[config.mk]
export PLATFORM = sky130hd
export DESIGN_NAME = bus_arbiter4_flat
export DESIGN_NICKNAME = d
export VERILOG_FILES = /design/src/rtl/bus_arb_pkg.sv /design/src/rtl/bus_arbiter4_if.sv /design/src/rtl/mux4_bus.sv /design/src/rtl/bus_arbiter4.sv /design/src/flat_wrapper.sv
export SDC_FILE = /design/constraint.sdc
export NUM_CORES = 1
export LEC_CHECK = 0
export ABC_AREA = 1
export BUFFER_PORTS_ARGS = -buffer_cell sky130_fd_sc_hd__clkbuf_2
export CAP_MARGIN = 15
export CORE_MARGIN = 8
export CORE_UTILIZATION = 36
export DETAILED_ROUTE_END_ITERATION = 16
export GPL_ROUTABILITY_DRIVEN = 0
export PLACE_DENSITY = 0.68
export SYNTH_ARGS = -nofsm -noshare
export SYNTH_HDL_FRONTEND = slang
export SYNTH_SLANG_ARGS = --single-unit
[constraint.sdc]
create_clock -name Clock -period 2 [get_ports Clock]
set_input_delay 0.2 -clock Clock [delete_from_list [all_inputs] [get_ports Clock]]
set_output_delay 0.2 -clock Clock [all_outputs]
set_load 0.02 [all_outputs]
[src/rtl/bus_arb_pkg.sv]
// Shared constants, state encoding and the round-robin pick helper for bus_arbiter4.
package bus_arb_pkg;

  localparam int unsigned NUM_REQ = 4;
  localparam int unsigned SEL_W   = 2;

  typedef enum logic {
    IDLE  = 1'b0,
    GRANT = 1'b1
  } state_e;

  typedef struct packed {
    logic             found;
    logic [SEL_W-1:0] idx;
  } pick_t;

  // Scan r starting at ptr and wrapping mod NUM_REQ; the first set bit wins.
  function automatic pick_t rr_pick(logic [NUM_REQ-1:0] r, logic [SEL_W-1:0] ptr);
    pick_t            p;
    logic [SEL_W-1:0] j;
    p = '0;
    for (int k = NUM_REQ - 1; k >= 0; k--) begin
      j = ptr + SEL_W'(k);
      if (r[j]) begin
        p.found = 1'b1;
        p.idx   = j;
      end
    end
    return p;
  endfunction

endpackage

[src/rtl/bus_arbiter4_if.sv]
// Request/data/grant bundle between the four requesters and the arbiter.
interface bus_arbiter4_if
  import bus_arb_pkg::*;
#(
  parameter int unsigned WIDTH = 16
) ();

  logic [NUM_REQ-1:0] req;
  logic [WIDTH-1:0]   din0;
  logic [WIDTH-1:0]   din1;
  logic [WIDTH-1:0]   din2;
  logic [WIDTH-1:0]   din3;
  logic [NUM_REQ-1:0] grant;
  logic [SEL_W-1:0]   sel;
  logic [WIDTH-1:0]   bus;
  logic               bus_valid;

  modport master (
    output req, din0, din1, din2, din3,
    input  grant, sel, bus, bus_valid
  );

  modport slave (
    input  req, din0, din1, din2, din3,
    output grant, sel, bus, bus_valid
  );

endinterface

[src/rtl/mux4_bus.sv]
// Plain WIDTH-bit 4:1 multiplexer driven by a binary select.
module mux4_bus #(
  parameter int unsigned WIDTH = 16
) (
  input  logic [1:0]       s,
  input  logic [WIDTH-1:0] u,
  input  logic [WIDTH-1:0] v,
  input  logic [WIDTH-1:0] w,
  input  logic [WIDTH-1:0] x,
  output logic [WIDTH-1:0] m
);

  always_comb begin
    m = u;
    unique case (s)
      2'd0: m = u;
      2'd1: m = v;
      2'd2: m = w;
      2'd3: m = x;
    endcase
  end

endmodule

[src/rtl/bus_arbiter4.sv]
// Round-robin arbiter with bounded hold time that owns the select of a shared 4:1 bus mux.
module bus_arbiter4
  import bus_arb_pkg::*;
#(
  parameter int unsigned WIDTH    = 16,
  parameter int unsigned MAX_HOLD = 4
) (
  input logic           Clock,
  input logic           Reset,
  bus_arbiter4_if.slave bif
);

  localparam logic [3:0] HoldLast = 4'(MAX_HOLD - 1);

  state_e             state_q, state_d;
  logic [NUM_REQ-1:0] grant_q, grant_d;
  logic [SEL_W-1:0]   sel_q, sel_d;
  logic               valid_q, valid_d;
  logic [SEL_W-1:0]   ptr_q, ptr_d;
  logic [3:0]         hcnt_q, hcnt_d;

  logic [NUM_REQ-1:0] others;
  pick_t              pick_all;
  pick_t              pick_oth;
  logic               take_new;
  logic [SEL_W-1:0]   new_idx;
  logic [WIDTH-1:0]   mux_out;

  always_comb begin
    state_d  = state_q;
    grant_d  = grant_q;
    sel_d    = sel_q;
    valid_d  = valid_q;
    ptr_d    = ptr_q;
    hcnt_d   = hcnt_q;
    take_new = 1'b0;
    new_idx  = sel_q;

    // Requests from everyone except the current owner; in IDLE grant_q is zero.
    others   = bif.req & ~grant_q;
    pick_all = rr_pick(bif.req, ptr_q);
    pick_oth = rr_pick(others, ptr_q);

    unique case (state_q)
      IDLE: begin
        if (pick_all.found) begin
          take_new = 1'b1;
          new_idx  = pick_all.idx;
        end
      end
      GRANT: begin
        if (!bif.req[sel_q]) begin
          if (pick_oth.found) begin
            take_new = 1'b1;
            new_idx  = pick_oth.idx;
          end else begin
            state_d = IDLE;
            grant_d = '0;
            valid_d = 1'b0;
          end
        end else if (hcnt_q == HoldLast && pick_oth.found) begin
          take_new = 1'b1;
          new_idx  = pick_oth.idx;
        end else if (hcnt_q < HoldLast) begin
          hcnt_d = hcnt_q + 4'd1;
        end
      end
    endcase

    if (take_new) begin
      state_d          = GRANT;
      grant_d          = '0;
      grant_d[new_idx] = 1'b1;
      sel_d            = new_idx;
      valid_d          = 1'b1;
      ptr_d            = new_idx + SEL_W'(1);
      hcnt_d           = '0;
    end
  end

  always_ff @(posedge Clock) begin
    if (Reset) begin
      state_q <= IDLE;
      grant_q <= '0;
      sel_q   <= '0;
      valid_q <= 1'b0;
      ptr_q   <= '0;
      hcnt_q  <= '0;
    end else begin
      state_q <= state_d;
      grant_q <= grant_d;
      sel_q   <= sel_d;
      valid_q <= valid_d;
      ptr_q   <= ptr_d;
      hcnt_q  <= hcnt_d;
    end
  end

  mux4_bus #(
    .WIDTH(WIDTH)
  ) u_mux (
    .s(sel_q),
    .u(bif.din0),
    .v(bif.din1),
    .w(bif.din2),
    .x(bif.din3),
    .m(mux_out)
  );

  assign bif.bus       = valid_q ? mux_out : '0;
  assign bif.grant     = grant_q;
  assign bif.sel       = sel_q;
  assign bif.bus_valid = valid_q;

endmodule

[src/flat_wrapper.sv]
// flat-port wrapper written by rule: the top's interface ports become plain ports
module bus_arbiter4_flat import bus_arb_pkg::*;
#(
  parameter int unsigned WIDTH    = 16,
  parameter int unsigned MAX_HOLD = 4
)
  (Clock, Reset, bif_req, bif_din0, bif_din1, bif_din2, bif_din3, bif_grant, bif_sel, bif_bus, bif_bus_valid);
  bus_arbiter4_if #(.WIDTH(WIDTH)) bif_i ();
  input logic Clock;
  input logic Reset;
  input wire logic [$bits(bif_i.req)-1:0] bif_req;
  input wire logic [$bits(bif_i.din0)-1:0] bif_din0;
  input wire logic [$bits(bif_i.din1)-1:0] bif_din1;
  input wire logic [$bits(bif_i.din2)-1:0] bif_din2;
  input wire logic [$bits(bif_i.din3)-1:0] bif_din3;
  output wire logic [$bits(bif_i.grant)-1:0] bif_grant;
  output wire logic [$bits(bif_i.sel)-1:0] bif_sel;
  output wire logic [$bits(bif_i.bus)-1:0] bif_bus;
  output wire logic [$bits(bif_i.bus_valid)-1:0] bif_bus_valid;
  assign bif_i.req = bif_req;
  assign bif_i.din0 = bif_din0;
  assign bif_i.din1 = bif_din1;
  assign bif_i.din2 = bif_din2;
  assign bif_i.din3 = bif_din3;
  assign bif_grant = bif_i.grant;
  assign bif_sel = bif_i.sel;
  assign bif_bus = bif_i.bus;
  assign bif_bus_valid = bif_i.bus_valid;
  bus_arbiter4 #(.WIDTH(WIDTH), .MAX_HOLD(MAX_HOLD)) u_core (.Clock(Clock), .Reset(Reset), .bif(bif_i));
endmodule
After elaboration in Yosys (flattened, before gate mapping) --
Index checks and enable logic that the tools add are counted. W data, S select, Z words.
Storage, ports and cells: output and inout bits 23, register bits after elaboration 14, bits of input ports 70
Cells by class: $lt $le $gt $ge 8, add/sub/neg operators 5, reductions and logical operators 7, equality and inequality tests 6, mux-type cells 51, bitwise gates (word level) 4
Operator list (count):
- $pmux W16 S4 | 1
- $mux W3 | 8
- $mux W1 | 21
- $bmux W1 S2 | 9
- $lt A2 B3 Y1 const B | 6
- $mux W16 | 1
- $mux W4 | 4
- $mux W2 | 4
- $add A2 B1 Y2 const B | 2
- $add A2 B2 Y2 const B | 2
- $add A4 B1 Y4 const B | 1
- $and A4 B4 Y4 | 1
- $eq A2 B2 Y1 const B | 2
- $eq A4 B2 Y1 const B | 1
- $lt A4 B2 Y1 const B | 1
- $not A4 Y4 | 1
- $pmux W2 S2 | 1
- $reduce_and A4 Y1 | 1
- $reduce_and A3 Y1 | 1
- $demux W1 S2 | 1
- $eq A2 B1 Y1 const B | 1
- $ge A2 B1 Y1 const B | 1
- $logic_and A1 B1 Y1 | 2
- $logic_not A2 Y1 | 1
- other kinds (6) | 7

Longest topological paths before layout --
Gate-level depths: netlist (run 1).
depth in word-level cells 17, depth in mapped cells 17, depth with buffers taken out 16

Hierarchy --
From an unflattened synthesis (run 1), not the netlist that was laid out.
Second synthesis, totals: cell total of the unflattened synthesis 306, area total of the unflattened synthesis 1784.2 µm²
Modules (own cells, without submodules):
- bus_arbiter4 | area each 1260.0 µm², instances 1, seq. area each 280.3 µm², cells an instance 212
- mux4_bus | area each 524.3 µm², instances 1, seq. area each 0.0 µm², cells an instance 94

Worst setup path before layout (run 1) --
Ideal clock, no wire load.
kind register to output, from register u_core.sel_q[1] (netlist: u_core.bif.sel[1]), to output bif_bus[11], data arrival time 1550 ps, slack 250 ps, stages on the path, launching flop included 6, path buffers 1, cells stage by stage dfxtp_1 inv_2 nor2_4 clkbuf_1 nand2_1 a21oi_1
Between the ends: cells in the longest elaborated chain, start to end 3, elaborated cells on any way between the ends 6
Ends and longest elaborated chain:
- start, declared | line bus_arbiter4.sv:17 | logic [SEL_W-1:0] sel_q, sel_d;
- start signal, assigned | line bus_arbiter4.sv:92 | sel_q <= sel_d;
- $eq A2 B2 Y1 (tied with other cells) | line mux4_bus.sv:15 | unique case (s)
- $pmux W16 S4 (*) | line mux4_bus.sv:15
- $mux W16 (*) | line bus_arbiter4.sv:110 | assign bif.bus = valid_q ? mux_out : '0;
- end, declared | line flat_wrapper.sv:18 | output wire logic [$bits(bif_i.bus)-1:0] bif_bus;
Mark *: on every way between the ends. The rest lies on a longest branch, timed or not.

Worst setup path in the final report (run 1) --
from register u_core.sel_q[0] (netlist: u_core.bif.sel[0]), to output bif_bus[15]
The elaborated chain is that of the path after synthesis.

==> impl_metrics.json, run 1 <==
{
  "drc_errors": 0,
  "synth.mux.area_fraction_pct": 0,
  "grt_util_all_layers_pct": 15.9,
  "start_kind": "register",
  "synthSimpleGateAreaFrac_pct": 42.5,
  "fin_crit_ns": 1.85,
  "gr-total-overflow": 0,
  "critical_path_arrival_ns": 1.65,
  "synth_area_leaders": "dfxtp_1 17%, nand2_1 17%, a221oi_1 8.1%",
  "ys_ff_latch": 14,
  "avgSynthCellArea_sq_um": 6.09,
  "slew_viol_final": 0,
  "finalNetCount": 429,
  "cts_hold_buf": 0,
  "wl_per_cell_um": 14.1,
  "reg2reg_depth": 16,
  "die_x_um": 83.0,
  "rows": 24,
  "port_buffers": 92,
  "via_per_inst": 5.03,
  "final-setup-viol-count": 0,
  "coreArea_sq_mm": 0.00432,
  "critPathRequiredTime_ns": 1.80,
  "numCtsBuffers": 3,
  "max_slew_margin_pct": 62.5,
  "rsz0062_at_grt": "yes",
  "drive_gt1_share_pct": 43.1,
  "htreeDepth": 1,
  "fmax_ghz": 0.541,
  "synthFlopType": "dfxtp_1",
  "tns_ns": 0,
  "whs_path_depth": 2,
  "layout_commonest_cell": "clkbuf_2",
  "floorplan.die_area_sq_mm": 0.00688,
  "hold_start": "Reset",
  "vias": 2058,
  "rrSetupSlack_ns": 0.18,
  "period_share_pct": 92.5,
  "synth_cell_types": 31,
  "grt_pass1_wl_um": 9360,
  "status": "completed",
  "cts_root_buf": "clkbuf_8",
  "pre_cts_ws_ns": 0.137,
  "p_per_area_mw_per_mm2": 1500,
  "io-pin-count": 93,
  "leakage_uw": 0.00114,
  "die_h_um": 83.0,
  "report.final.hold_viol_count": 0,
  "rr_endpoint": "u_core.ptr_q[1]$_SDFFE_PP0P_",
  "clk_latency_ns": 0.24,
  "skew_ns": 0.000604,
  "synth_compound_area_share_pct": 24.7,
  "clockBufferDepth": 2,
  "drt_iter0_markers": 133,
  "synth-xor-area-share_pct": 2.02,
  "start_util_pct": 37.3,
  "timing.rr.start": "u_core.ptr_q[0]$_SDFFE_PP0P_",
  "whs_ns": 0.234,
  "cts_tree": "built",
  "cts.sinks": 14,
  "routed_wl_um": 5770,
  "first_global_vias": 1905,
  "hpwl_um": 4850,
  "syn_inst": 265,
  "syn-cell-area_sq_mm": 0.00161,
  "hp-class": "input port to register",
  "synth_area_leader_cell": "dfxtp_1",
  "worstSetupPathType": "register to output pin",
  "area_growth_pct": 36.3,
  "cts_resized": 0,
  "synth_top_family_by_area": "simple AND/OR/NAND/NOR gates",
  "synth_fp_nets": 336,
  "firstDrtPassIters": 4,
  "end_kind": "output pin",
  "synth_edf_count": 0,
  "synthAdderAreaFrac_pct": 0.775,
  "maxCapViolCount": 0,
  "grt_max_degree": 19,
  "fillerInstances": 477,
  "vdd_drop_max_uv": 724,
  "final_cell_mix": "92 x clkbuf_2, 72 x nand2_1, 24 x inv_1, 22 x a21oi_1, 19 x o21ai_0",
  "worstHoldEndpoint": "u_core.bif.grant[0]$_SDFFE_PP0P_",
  "layout_setup_ws_ns": 0.151,
  "async_reset_ff_share_pct": 0,
  "n_antenna_cell": 0,
  "worst_pin_slew_ns": 0.561,
  "path_clk_slew_ns": 0.06,
  "yosysWarnings": 0,
  "path_max_fanout": 16,
  "synth-seq-area-share_pct": 17.4,
  "synth_top_area_share_pct": 17.4,
  "antenna_found_initial": 0,
  "post-cts-setup-buffers": 0,
  "ant_nets": 0
}
==> stage by stage <==
| stage | power [uW] | instance area [sq um] | utilization (%) | cells |
|---|---|---|---|---|
| detailed placement | 3000 | 2130 | 49.2 | 405 |
| floorplan | 2360 | 1610 | - | 265 |
| global route | 3620 | 2200 | 50.9 | 409 |
| CTS | 3280 | 2180 | 50.5 | 409 |
| finish | 3300 | 2200 | 50.9 | 409 |
| global placement | 2970 | 2130 | 49.2 | 405 |
==> flip-flops by register name (all words and copies together) (netlist names) <==
signal,count
u_core.bif.sel,2
u_core.state_q,1
u_core.hcnt_q,4
u_core.ptr_q,2
u_core.bif.grant,4
u_core.bif.bus_valid,1
==> cell usage after synthesis (4+ instances only) <==
library cell	instances
a21oi_1	23
a221oi_1	15
clkbuf_1	6
dfxtp_1	14
inv_1	25
inv_2	7
nand2_1	72
nand2_2	16
nand3_1	18
nand3_2	5
nor2_1	12
nor2_2	4
o21ai_0	19
o21ai_1	5
==> kinds of logic after synthesis <==
group | Yosys count
xor gates and xnor gates | 2
AOI/OAI and AO/OA | 66
adders and majority gates | 1
buffers and inverters | 44
and+or+nand+nor | 138
DFF | 14
==> routing by layer <==
metal / up-vias / global-route usage (%) / wire length, um
met5: - / 0 / 0
met4: 0 / 5.43 / 93
met3: 9 / 2.34 / 276
met2: 47 / 28.0 / 2920
met1: 935 / 19.0 / 2470
li1: 1067 / - / -
==> critical path, cell delays in order (launching register included) <==
cell        delay (ns)
dfxtp_1           0.39
nor2_2            0.23
clkinvlp_4        0.27
o21ai_0           0.28
a21oi_1           0.07
clkbuf_2          0.16
==> layout make-up <==
cell class	instances	area, sq um	share of cell area (%)
repair buffers	98	518	23.5
clock buffers	4	55.1	2.50
inverters	34	139	6.31
flip-flops and latches	14	284	12.9
multi-input cells	207	1140	51.8
well taps	52	65.1	2.96
==> power breakdown <==
group,internal (uW),leakage (uW),switching [uW]
combinational,889,0.000991,1650
sequential,364,0.000116,123
clock,174,0.0000288,96.2
total,1430,0.00114,1870
==> how the worst max path moves through the flow <==
| stage | startpoint | to | slack [ns] |
|---|---|---|---|
| after floorplan | u_core.bif.sel[1]$_SDFFE_PP0P_ | bif_bus[11] | 0.25 |
| after global placement | u_core.ptr_q[0]$_SDFFE_PP0P_ | u_core.bif.grant[2]$_SDFFE_PP0P_ | 0.19 |
| after detailed placement | u_core.ptr_q[0]$_SDFFE_PP0P_ | u_core.bif.grant[2]$_SDFFE_PP0P_ | 0.14 |
| after CTS | u_core.bif.sel[0]$_SDFFE_PP0P_ | bif_bus[14] | 0.08 |
| after global routing | u_core.ptr_q[0]$_SDFFE_PP0P_ | u_core.ptr_q[1]$_SDFFE_PP0P_ | -0.02 |
| final | u_core.bif.sel[0]$_SDFFE_PP0P_ | bif_bus[15] | 0.15 |
(Power assumes the default switching activity.)
==> run 2: changes to the inputs <==
--- a/config.mk
+++ b/config.mk
@@ -12,7 +12,9 @@
 export CORE_UTILIZATION = 36
 export DETAILED_ROUTE_END_ITERATION = 16
 export GPL_ROUTABILITY_DRIVEN = 0
+export MAX_ROUTING_LAYER = met4
 export PLACE_DENSITY = 0.68
+export SKIP_LAST_GASP = 1
 export SYNTH_ARGS = -nofsm -noshare
 export SYNTH_HDL_FRONTEND = slang
 export SYNTH_SLANG_ARGS = --single-unit
==> constraint.sdc (replaced) <==
create_clock -name Clock -period 2.1 [get_ports Clock]
set_input_delay 0.21 -clock Clock [delete_from_list [all_inputs] [get_ports Clock]]
set_output_delay 0.21 -clock Clock [all_outputs]
set_load 0.02 [all_outputs]
==> impl_metrics.json, run 2 (synthesis results as in run 1) <==
{
  "reg2reg_depth": 15,
  "status": "completed",
  "final-setup-viol-count": 0,
  "port_buffers": 92,
  "p_per_area_mw_per_mm2": 1420,
  "report.final.hold_viol_count": 0,
  "via_per_inst": 5.01,
  "io-pin-count": 93,
  "numCtsBuffers": 3,
  "worstSetupPathType": "register to output pin",
  "cts_root_buf": "clkbuf_8",
  "area_growth_pct": 37.8,
  "pre_cts_ws_ns": 0.157,
  "end_kind": "output pin",
  "grt_util_all_layers_pct": 16.8,
  "rr_endpoint": "u_core.bif.grant[2]$_SDFFE_PP0P_",
  "coreArea_sq_mm": 0.00432,
  "fillerInstances": 462,
  "clockBufferDepth": 2,
  "grt_max_degree": 20,
  "rows": 24,
  "path_max_fanout": 16,
  "hold_start": "Reset",
  "leakage_uw": 0.00115,
  "critPathRequiredTime_ns": 1.89,
  "timing.rr.start": "u_core.ptr_q[0]$_SDFFE_PP0P_",
  "ant_nets": 0,
  "max_slew_margin_pct": 64.0,
  "final_cell_mix": "92 x clkbuf_2, 72 x nand2_1, 24 x inv_1, 23 x a21oi_1, 19 x o21ai_0",
  "layout_commonest_cell": "clkbuf_2",
  "skew_ns": 0.00509,
  "period_share_pct": 93.2,
  "maxCapViolCount": 0,
  "use_met3_pct": 2.73,
  "rrSetupSlack_ns": 0.22,
  "start_kind": "register",
  "wl_per_cell_um": 14.3,
  "routed_wl_um": 5890,
  "use_met1_pct": 19.9,
  "layout_setup_ws_ns": 0.142,
  "rsz0062_at_grt": "yes",
  "start_util_pct": 37.3,
  "first_global_vias": 1972,
  "hpwl_um": 4870,
  "die_x_um": 83.0,
  "drc_errors": 0,
  "firstDrtPassIters": 4,
  "fin_crit_ns": 1.96,
  "grt_pass1_wl_um": 9680,
  "finalNetCount": 432,
  "critical_path_arrival_ns": 1.75,
  "floorplan.die_area_sq_mm": 0.00688,
  "slew_viol_final": 0,
  "critPathLaunch": "u_core.bif.sel[0]$_SDFFE_PP0P_",
  "cts_tree": "built",
  "htreeDepth": 1,
  "antenna_found_initial": 0,
  "die_h_um": 83.0,
  "power.total_uw": 3160,
  "fmax_ghz": 0.511,
  "drt_iter0_markers": 136,
  "cts_hold_buf": 0,
  "n_antenna_cell": 0,
  "hp-class": "input port to register",
  "drive_gt1_share_pct": 43.3,
  "whs_path_depth": 2,
  "clk_latency_ns": 0.24,
  "cts.sinks": 14,
  "top_usage_layer": "met2",
  "gr-total-overflow": 0,
  "vias": 2066,
  "worst_pin_slew_ns": 0.540,
  "worstHoldEndpoint": "u_core.bif.bus_valid$_SDFFE_PP0P_",
  "path_clk_slew_ns": 0.06,
  "vdd_drop_max_uv": 643,
  "gr-usage-met2_pct": 28.1
}
## run 2: area by class of cell
class                      instances  area, sq um  share of cell area, %
multi-input combinational        207         1140                   51.3
timing repair buffer             101          541                   24.3
tap                               52         65.1                   2.92
sequential                        14          282                   12.7
clock buffer                       4         55.1                   2.47
inverter                          34          141                   6.36
## run 2: power by group
group	internal, uW	leakage (uW)	total (uW)	switching, uW
registers	343	0.000115	475	132
logic	874	0.00101	2430	1560
clock network	166	0.0000288	257	91.6
total	1380	0.00115	3160	1780
## run 2: worst max-delay path by stage
| stage | endpoint | cells after the start |
|---|---|---|
| floorplan | bif_bus[11] | 5 |
| global placement | u_core.ptr_q[1]$_SDFFE_PP0P_ | 13 |
| detailed placement | u_core.bif.grant[2]$_SDFFE_PP0P_ | 12 |
| CTS | bif_bus[14] | 5 |
| global route | bif_bus[14] | 5 |
| finish | bif_bus[15] | 5 |
## run 2: per-layer routing
| layer | share of wire, % | up-vias |
|---|---|---|
| met4 | 1.4 | 0 |
| li1 | - | 1076 |
| met5 | 0 | - |
| met2 | 51 | 52 |
| met3 | 4.1 | 9 |
| met1 | 43 | 929 |
## run 2: through the flow
stage | cell area, sq um | cells | hold slack, ns | utilization, % | setup TNS, ns
CTS | 2180 | 408 | 0.240 | 50.3 | 0
finish | 2220 | 412 | 0.244 | 51.4 | 0
global placement | 2120 | 404 | 0.417 | 49.0 | 0
floorplan | 1610 | 265 | 0.408 | - | 0
detailed placement | 2120 | 404 | 0.423 | 49.0 | 0
global route | 2220 | 412 | 0.254 | 51.4 | -0.0367
## run 2: what timing repair did
action	in CTS	in global routing
buffers inserted	0	4
resized for setup	0	7
setup endpoints to repair	0	19
endpoints found under the hold margin	0	0
## run 2: worst max-delay path: stages (launching register included)
cell	delay (ns)
dfxtp_1	0.42
nor2_4	0.28
clkinvlp_4	0.28
o21ai_0	0.28
a21oi_1	0.07
clkbuf_2	0.16
==> run 3: changes to the inputs <==
--- a/config.mk
+++ b/config.mk
@@ -8,12 +8,14 @@
 export ABC_AREA = 1
 export BUFFER_PORTS_ARGS = -buffer_cell sky130_fd_sc_hd__clkbuf_2
 export CAP_MARGIN = 15
+export CELL_PAD_IN_SITES_DETAIL_PLACEMENT = 1
+export CELL_PAD_IN_SITES_GLOBAL_PLACEMENT = 1
 export CORE_MARGIN = 8
-export CORE_UTILIZATION = 36
+export CORE_UTILIZATION = 28
 export DETAILED_ROUTE_END_ITERATION = 16
 export GPL_ROUTABILITY_DRIVEN = 0
 export MAX_ROUTING_LAYER = met4
-export PLACE_DENSITY = 0.68
+export PLACE_DENSITY_LB_ADDON = 0.1
 export SKIP_LAST_GASP = 1
 export SYNTH_ARGS = -nofsm -noshare
 export SYNTH_HDL_FRONTEND = slang
==> impl_metrics.json, run 3 (synthesis results as in run 1) <==
{
  "status": "completed",
  "via_per_inst": 4.81,
  "gr-total-overflow": 0,
  "final_area_sq_mm": 0.00222,
  "start_util_pct": 29.1,
  "p_per_area_mw_per_mm2": 1440,
  "die_x_um": 91.9,
  "n_antenna_cell": 0,
  "grt_util_all_layers_pct": 15.5,
  "critPathRequiredTime_ns": 2.25,
  "rrSetupSlack_ns": 0.22,
  "vdd_drop_max_uv": 637,
  "tns_ns": 0,
  "fin_crit_ns": 1.88,
  "coreArea_sq_mm": 0.00554,
  "hpwl_um": 5690,
  "worstSetupPathType": "register to register",
  "worst_pin_slew_ns": 0.558,
  "maxCapViolCount": 0,
  "fmax_ghz": 0.531,
  "path_max_fanout": 16,
  "pre_cts_ws_ns": 0.211,
  "floorplan.die_area_sq_mm": 0.00845,
  "wl_per_cell_um": 15.4,
  "grt_max_degree": 19,
  "cts_root_buf": "clkbuf_8",
  "whs_path_depth": 2,
  "drive_gt1_share_pct": 42.3,
  "hp-class": "input port to register",
  "io-pin-count": 93,
  "final-setup-viol-count": 0,
  "cts.sinks": 14,
  "grt_pass1_wl_um": 10700,
  "worstHoldEndpoint": "u_core.bif.bus_valid$_SDFFE_PP0P_",
  "hold_start": "Reset",
  "drt_iter0_markers": 45,
  "whs_ns": 0.242,
  "report.final.hold_viol_count": 0,
  "timing.rr.start": "u_core.ptr_q[0]$_SDFFE_PP0P_",
  "port_buffers": 92,
  "antenna_found_initial": 0,
  "layout_setup_ws_ns": 0.216,
  "drc_errors": 0,
  "cts_tree": "built",
  "layout_commonest_cell": "clkbuf_2",
  "cp_num_buf_inv": 5,
  "max_slew_margin_pct": 62.8,
  "area_growth_pct": 37.6,
  "vias": 2065,
  "ant_nets": 0,
  "rsz0062_at_grt": "no",
  "skew_ns": 0.000657,
  "placed_area_sq_mm": 0.00215,
  "cts_hold_buf": 0,
  "cp_top_family": "simple AND/OR/NAND/NOR gates",
  "path_clk_slew_ns": 0.06,
  "final_cell_mix": "92 x clkbuf_2, 72 x nand2_1, 24 x inv_1, 23 x a21oi_1, 19 x o21ai_0",
  "start_kind": "register",
  "worst_path_max_delay_cell": "dfxtp_1",
  "period_share_pct": 89.7,
  "routed_wl_um": 6590,
  "rows": 27,
  "slew_viol_final": 0,
  "path_cells": "buf_12 -> inv_6 -> nand2_2 -> nand2_2 -> nand2_1 -> nand2_1 -> nor2_2 -> nand2_2 -> nor2_1 -> inv_2 -> nand2_4 -> inv_4 -> nand3_1 -> nand3_1 -> nand2_1 -> inv_1",
  "clk_latency_ns": 0.24,
  "power.total_uw": 3190,
  "end_kind": "register",
  "numCtsBuffers": 3,
  "rr_endpoint": "u_core.ptr_q[1]$_SDFFE_PP0P_",
  "htreeDepth": 1,
  "leakage_uw": 0.00114,
  "clockBufferDepth": 2,
  "slowest_delay_ns": 0.38,
  "finalNetCount": 429,
  "die_h_um": 91.9,
  "critical_path_arrival_ns": 2.03,
  "firstDrtPassIters": 4,
  "first_global_vias": 2092,
  "reg2reg_depth": 16
}
[run 3: through the flow]
stage                     utilization (%)  instances
final                                40.1        429
after global routing                 40.1        429
after CTS                            39.9        429
after detailed placement             38.9        425
after global placement               38.9        425
after floorplan                         -        265
[run 3: power breakdown]
part	switching (uW)	internal, uW	total, uW	leakage (uW)
logic	1620	848	2470	0.000993
registers	125	341	466	0.000115
clock network	96.4	166	262	0.0000288
total	1840	1360	3190	0.00114
[run 3: repair_timing]
action | 4_1_cts | 5_1_grt
setup buffers | 0 | 0
resized for setup | 0 | 3
endpoints found under the setup margin | 0 | 3
[run 3: layer usage]
layer  vias to the layer above  track usage (%)  wire, um
met5                         -                -         0
met4                         0             2.68        78
met3                         6             2.44       290
met2                        54             27.5      3380
met1                       942             18.0      2840
li1                       1063                -         -
[run 3: layout make-up]
class,count,area [sq um]
Sequential cell,14,280
Multi-Input combinational cell,207,1140
Clock buffer,4,55.1
Timing Repair Buffer,98,518
Inverter,34,139
Tap cell,72,90.1
Fill cell,803,3320
[run 3: worst max path at each step]
stage | to | cells after the start | startpoint
2_1_floorplan | bif_bus[11] | 5 | u_core.bif.sel[1]$_SDFFE_PP0P_
3_5_place_dp | u_core.ptr_q[1]$_SDFFE_PP0P_ | 16 | u_core.ptr_q[0]$_SDFFE_PP0P_
3_3_place_gp | u_core.ptr_q[1]$_SDFFE_PP0P_ | 16 | u_core.ptr_q[0]$_SDFFE_PP0P_
4_1_cts | bif_bus[14] | 5 | u_core.bif.sel[0]$_SDFFE_PP0P_
5_1_grt | u_core.ptr_q[1]$_SDFFE_PP0P_ | 16 | u_core.ptr_q[0]$_SDFFE_PP0P_
6_report | u_core.ptr_q[1]$_SDFFE_PP0P_ | 16 | u_core.ptr_q[0]$_SDFFE_PP0P_
